<file path="config.mk">
export PLATFORM = sky130hd
export DESIGN_NAME = serial_adder_ctrl
export DESIGN_NICKNAME = d
export VERILOG_FILES = /design/src/rtl/serial_adder_ctrl.sv
export SDC_FILE = /design/constraint.sdc
export NUM_CORES = 1
export LEC_CHECK = 0
export BUFFER_PORTS_ARGS = -buffer_cell sky130_fd_sc_hd__buf_2
export CAP_MARGIN = 20
export CORE_UTILIZATION = 50
export DETAILED_ROUTE_END_ITERATION = 10
export GPL_ROUTABILITY_DRIVEN = 0
export PLACE_DENSITY = 0.73
export SLEW_MARGIN = 25
export SYNTH_ARGS = -nofsm -noshare
export SYNTH_HDL_FRONTEND = slang
export SYNTH_SLANG_ARGS = --single-unit
</file>
<file path="constraint.sdc">
create_clock -name clk -period 1.45 [get_ports clk]
set_input_delay 0.2175 -clock clk [delete_from_list [all_inputs] [get_ports clk]]
set_output_delay 0.2175 -clock clk [all_outputs]
set_load 0.02 [all_outputs]
</file>
<file path="src/rtl/serial_adder_ctrl.sv">
// -----------------------------------------------------------------------------
// serial_adder_ctrl
//
// Bit-serial adder controller. A single one-bit full-adder slice is shared
// across a WIDTH-bit operand pair. The operands are latched on an accepted
// start request. The block then processes one bit per clock, LSB first, and
// holds the running carry in a flop between steps. When the last bit is
// processed, the sum and carry-out are registered and a one-cycle done pulse
// is raised.
//
// Optional feature macro: SERIAL_ADD_SUB_EN
//   When defined, a 'sub' input is added. sub=1 computes a-b by loading ~b
//   and forcing the initial carry to 1; cin is then ignored, and cout=1 means
//   "no borrow". When undefined, the block is addition only.
//
// Parameters
//   WIDTH  operand/sum width in bits (2..32), default 8
//
// Ports
//   clk    in   1      rising-edge clock
//   rst_n  in   1      asynchronous active-low reset
//   start  in   1      request, sampled only in IDLE or DONE
//   a      in   WIDTH  operand A, sampled on the accepting edge
//   b      in   WIDTH  operand B, sampled on the accepting edge
//   cin    in   1      carry-in, sampled on the accepting edge
//   sub    in   1      subtract select (SERIAL_ADD_SUB_EN builds only)
//   busy   out  1      high while a computation is running
//   done   out  1      one-cycle pulse; sum/cout valid
//   sum    out  WIDTH  registered result, held until the next completion
//   cout   out  1      registered final carry (no-borrow flag when subtracting)
// -----------------------------------------------------------------------------
module serial_adder_ctrl #(
   parameter int WIDTH = 8
) (
   input  logic             clk,
   input  logic             rst_n,
   input  logic             start,
   input  logic [WIDTH-1:0] a,
   input  logic [WIDTH-1:0] b,
   input  logic             cin,
`ifdef SERIAL_ADD_SUB_EN
   input  logic             sub,
`endif
   output logic             busy,
   output logic             done,
   output logic [WIDTH-1:0] sum,
   output logic             cout
);

   // Bit counter: just wide enough to index bits 0..WIDTH-1. RUN exits on
   // the last index, so the counter never has to wrap.
   localparam int               CNT_W    = (WIDTH > 1) ? $clog2(WIDTH) : 1;
   localparam logic [CNT_W-1:0] LAST_BIT = CNT_W'(WIDTH - 1);

   typedef enum logic [1:0] {
      IDLE = 2'd0,
      RUN  = 2'd1,
      DONE = 2'd2
   } state_t;

   state_t           state_q,  state_d;
   logic [WIDTH-1:0] a_sh_q,   a_sh_d;    // operand A, shifted right each step
   logic [WIDTH-1:0] b_sh_q,   b_sh_d;    // operand B (or ~B), shifted right
   logic             carry_q,  carry_d;   // carry between bit steps
   logic [CNT_W-1:0] cnt_q,    cnt_d;     // index of the bit being processed
   logic [WIDTH-1:0] acc_q,    acc_d;     // partial sum, filled from the MSB
   logic [WIDTH-1:0] sum_q,    sum_d;
   logic             cout_q,   cout_d;

   // Values loaded on an accepted request. For subtraction, a-b = a + ~b + 1,
   // so the B register takes the complement and the carry starts at 1.
   logic [WIDTH-1:0] b_load;
   logic             carry_load;

`ifdef SERIAL_ADD_SUB_EN
   assign b_load     = sub ? ~b   : b;
   assign carry_load = sub ? 1'b1 : cin;
`else
   assign b_load     = b;
   assign carry_load = cin;
`endif

   // The shared one-bit full-adder slice.
   logic             bit_s;
   logic             bit_c;
   logic [WIDTH-1:0] acc_shift;

   assign bit_s = a_sh_q[0] ^ b_sh_q[0] ^ carry_q;
   assign bit_c = (a_sh_q[0] & b_sh_q[0]) |
                  (a_sh_q[0] & carry_q)   |
                  (b_sh_q[0] & carry_q);

   // The new sum bit enters at the MSB. After WIDTH steps, bit 0 has moved
   // down to position 0 and the register holds the sum in natural order.
   assign acc_shift = {bit_s, acc_q[WIDTH-1:1]};

   // -------------------------------------------------------------------------
   // Next-state and datapath control
   // -------------------------------------------------------------------------
   always_comb begin
      // NOTE: every signal gets a hold value before the case statement.
      // A path that leaves a signal unassigned would otherwise infer a latch.
      state_d = state_q;
      a_sh_d  = a_sh_q;
      b_sh_d  = b_sh_q;
      carry_d = carry_q;
      cnt_d   = cnt_q;
      acc_d   = acc_q;
      sum_d   = sum_q;
      cout_d  = cout_q;

      unique case (state_q)
         IDLE, DONE: begin
            if (start) begin
               a_sh_d  = a;
               b_sh_d  = b_load;
               carry_d = carry_load;
               cnt_d   = '0;
               acc_d   = '0;
               state_d = RUN;
            end else if (state_q == DONE) begin
               state_d = IDLE;
            end
         end

         RUN: begin
            // start is deliberately ignored here; requests are not queued.
            a_sh_d  = {1'b0, a_sh_q[WIDTH-1:1]};
            b_sh_d  = {1'b0, b_sh_q[WIDTH-1:1]};
            carry_d = bit_c;
            acc_d   = acc_shift;
            if (cnt_q == LAST_BIT) begin
               // The final bit completes on this edge. The result is
               // published here and nowhere else, so partial sums are never
               // visible on the outputs.
               sum_d   = acc_shift;
               cout_d  = bit_c;
               cnt_d   = '0;
               state_d = DONE;
            end else begin
               cnt_d = cnt_q + CNT_W'(1);
            end
         end

         default: state_d = IDLE;
      endcase
   end

   // -------------------------------------------------------------------------
   // State and data registers
   // -------------------------------------------------------------------------
   // NOTE: the datapath registers are reset as well as the state. An
   // asynchronous reset in mid-computation must also clear sum/cout at once,
   // and a known-zero datapath keeps the block deterministic after reset.
   always_ff @(posedge clk or negedge rst_n) begin
      if (!rst_n) begin
         state_q <= IDLE;
         a_sh_q  <= '0;
         b_sh_q  <= '0;
         carry_q <= 1'b0;
         cnt_q   <= '0;
         acc_q   <= '0;
         sum_q   <= '0;
         cout_q  <= 1'b0;
      end else begin
         // NOTE: non-blocking assignments let every flop sample the
         // pre-edge values, whatever the statement order.
         state_q <= state_d;
         a_sh_q  <= a_sh_d;
         b_sh_q  <= b_sh_d;
         carry_q <= carry_d;
         cnt_q   <= cnt_d;
         acc_q   <= acc_d;
         sum_q   <= sum_d;
         cout_q  <= cout_d;
      end
   end

   // -------------------------------------------------------------------------
   // Outputs: all taken directly from flops
   // -------------------------------------------------------------------------
   assign busy = (state_q == RUN);
   assign done = (state_q == DONE);
   assign sum  = sum_q;
   assign cout = cout_q;

endmodule
</file>
==> run_results.csv <==
group,metric,value,unit
status,outcome,"complete, but fails checks",
status,violations,"negative setup slack",
global_route,first_global_vias,1283,
setup_path,path_max_fanout,2,
setup_path,r2r_slack,0.05,ns
global_route,grt_overflow,0,
setup_path,worstPathArrival,1.25,ns
setup_path,cp_slowest_cell,"dfrtp_1",
die,die_h,62.5,um
place,hpwl,2.29,mm
setup_path,crit_top_cell,"buf_6",
final_layout,area_growth,27.9,%
drt,vias_per_cell,5.53,
die,dieArea,3910,um^2
clock_network,cts_tree,"built",
place,io_buffers,30,
sta,worst_slew_pin_slew,0.476,ns
final_layout,final_cell_mix,"dfrtp_1 (37), buf_2 (28), mux2i_1 (18)",
sta,layout_setup_ws,-0.0132,ns
clock_network,h-tree-depth,2,
sta,fin_crit_sh,101,%
die,rows,21,
global_route,antenna_found_initial,0,
setup_path,cpLargestDelayFamily,"flip-flops",
sta,slew_viol_final,0,
global_route,track_usage,21.0,%
clock_network,clock-sinks,38,
yosys,syn_avg_cell_area,12.4,um^2
yosys,synthesis.area,1830,um^2
yosys,yosys_warnings,0,
yosys,synth_cell_types,26,
drt,drcViolationCount,0,
place,place_ws,0.00183,ns
die,core,3420,um^2
global_route,grt_pass1_wl,6.29,mm
final_layout,drive_gt1_share,36.4,%
setup_path,criticalPathCategory,"reg2out",
die,initial_core_util,53.6,%
drt,wl_per_cell,15.7,um
sta,finClkSkew,0.0139,ns
sta,rsz0062_at_grt,"yes",
sta,hold_violations,0,
clock_network,worstSkewPairLatency,0.35,ns
pwr,leakagePower,1.10,nW
clock_network,cts_root_buf,"clkbuf_4",
die,ios,31,
clock_network,cts_buffer_depth,2,
sta,clock.fmax,0.683,GHz
setup_path,critPathCaptureType,"output pin",
drt,finalWirelength,3.78,mm
setup_path,cp-start-kind,"flip-flop",
sta,post-route-min-period,1.46,ns
sta,slew_headroom,68.2,%
drt,vias,1332,
final_layout,diodes,0,
final_layout,postLayoutCoreUtil,68.5,%
yosys,syn_inst,148,
clock_network,cts_buffers,5,
setup_path,slowest_delay,0.43,ns
yosys,syn-num-nets,171,
sta,setup_viol,1,
final_layout,nFillCells,254,
yosys,ys_seq_elements,38,
final_layout,nNetsFinal,217,
flow_run,maxCapViolations,0,
yosys,synthArstFlopShare,100,%
drt,dr.pass1.iters,4,
setup_path,crit_path_cell_trace,"buf_6 > nor2b_4 > buf_6 > buf_6",
yosys,yosysSeqAreaShare,51.9,%
clock_network,clk_pin_slew,0.12,ns
final_layout,final_common_cell,"dfrtp_1",
drt,drt_iter0_markers,83,
drt,ant_nets,0,
die,die_w,62.5,um
pwr,irDropWorstVdd,994,uV
yosys,synth-edff-count,0,
setup_path,required,1.23,ns
global_route,grt_max_degree,26,
min_path,hold_class,"in2reg",
pwr,power_density,2140,nW/um^2
setup_path,critPathBufInv,3,
yosys,synth_flop_cell,"dfrtp_1",
## worst register-to-register path: stages (launching register included)
cell,delay [ns]
dfrtp_1,0.42
ha_1,0.22
ha_2,0.22
nand2_4,0.13
mux2_4,0.31
## flip-flops by register name, indices dropped and copies added, names as in the netlist
signal and count:
a_sh_q 8, b_sh_q 8, sum 8, acc_q 7
cnt_q 3, state_q 2, carry_q 1, cout 1
## where the power goes
group / switching [mW] / leakage (nW) / internal (mW) / total [mW]
sequential: 0.356 / 0.467 / 1.53 / 1.89
clock: 0.361 / 0.0585 / 0.584 / 0.945
combinational: 0.984 / 0.570 / 1.19 / 2.18
## logic make-up (layout without fill, tap and decap cells)
logic type,count (synthesis),in the layout,share of synthesized area (%)
AO/OA/AOI/OAI,43,43,16.0
flip-flops,38,38,51.9
multiplexers,27,27,17.2
AND/OR/NAND/NOR,24,25,8.34
buffers and inverters,13,59,4.03
adder cells (fa/ha/maj),3,3,2.46
## path summary, 6_finish.rpt
path,startpoint,to,cells past startpoint
max in group asynchronous,rst_n,b_sh_q[1]$_DFFE_PN0P_,3
worst min register to register,sum[7]$_DFFE_PN0P_,sum[7]$_DFFE_PN0P_,1
worst max-delay path,state_q[1]$_DFFE_PN0P_,busy,4
worst max register to register,cnt_q[0]$_DFFE_PN0P_,sum[1]$_DFFE_PN0P_,4
min in group asynchronous,rst_n,acc_q[1]$_DFFE_PN0P_,2
worst min-delay path,cin,carry_q$_DFFE_PN0P_,3
## stage by stage
step	instances	power [mW]	cell area (um^2)	hold slack (ns)	setup TNS (ns)
after global placement	220	3.55	2050	0.192	0
after global routing	241	5.34	2340	0.130	-0.0808
after floorplan	148	3.21	1830	-0.0781	0
final	241	5.01	2340	0.125	-0.0132
after detailed placement	220	3.66	2050	0.200	0
after CTS	235	4.91	2290	0.115	-0.0101
## layer usage
| metal | GRT usage [%] | part of all wire, % |
|---|---|---|
| met2 | 32.6 | 48 |
| met1 | 27.0 | 45 |
| met5 | 0 | 0 |
| met3 | 6.75 | 4.0 |
| met4 | 8.72 | 2.0 |
## cells in the mapped netlist, drive strengths merged (2+ instances only)
cell,n,area (um^2)
inv,3,11.3
o21ai,4,20.0
a211oi,14,105
a22o,7,61.3
mux2,9,135
a21oi,15,78.8
buf,7,51.3
nand3,2,10.0
ha,2,25.0
nor2b,16,108
dfrtp,38,951
nand2,3,18.8
clkbuf,3,11.3
mux2i,18,180
## final cells by class
cell class	instances	area (um^2)	area share, %
well taps	46	57.6	2.46
multi-input cells	98	835	35.6
flip-flops and latches	38	952	40.7
clock buffers	6	51.3	2.19
inverters	3	11.3	0.481
clock inverters	2	60.1	2.57
repair buffers	48	374	16.0
## timing repair
action / in CTS / in global routing
endpoints found under the setup margin: 11 / 8
gates resized for setup: 15 / 1
hold buffers: 1 / 0
setup buffers: 4 / 6
cloned: 2 / 0
endpoints found under the hold margin: 18 / 0
pin swaps: 1 / 0
(Power assumes the default switching activity.)
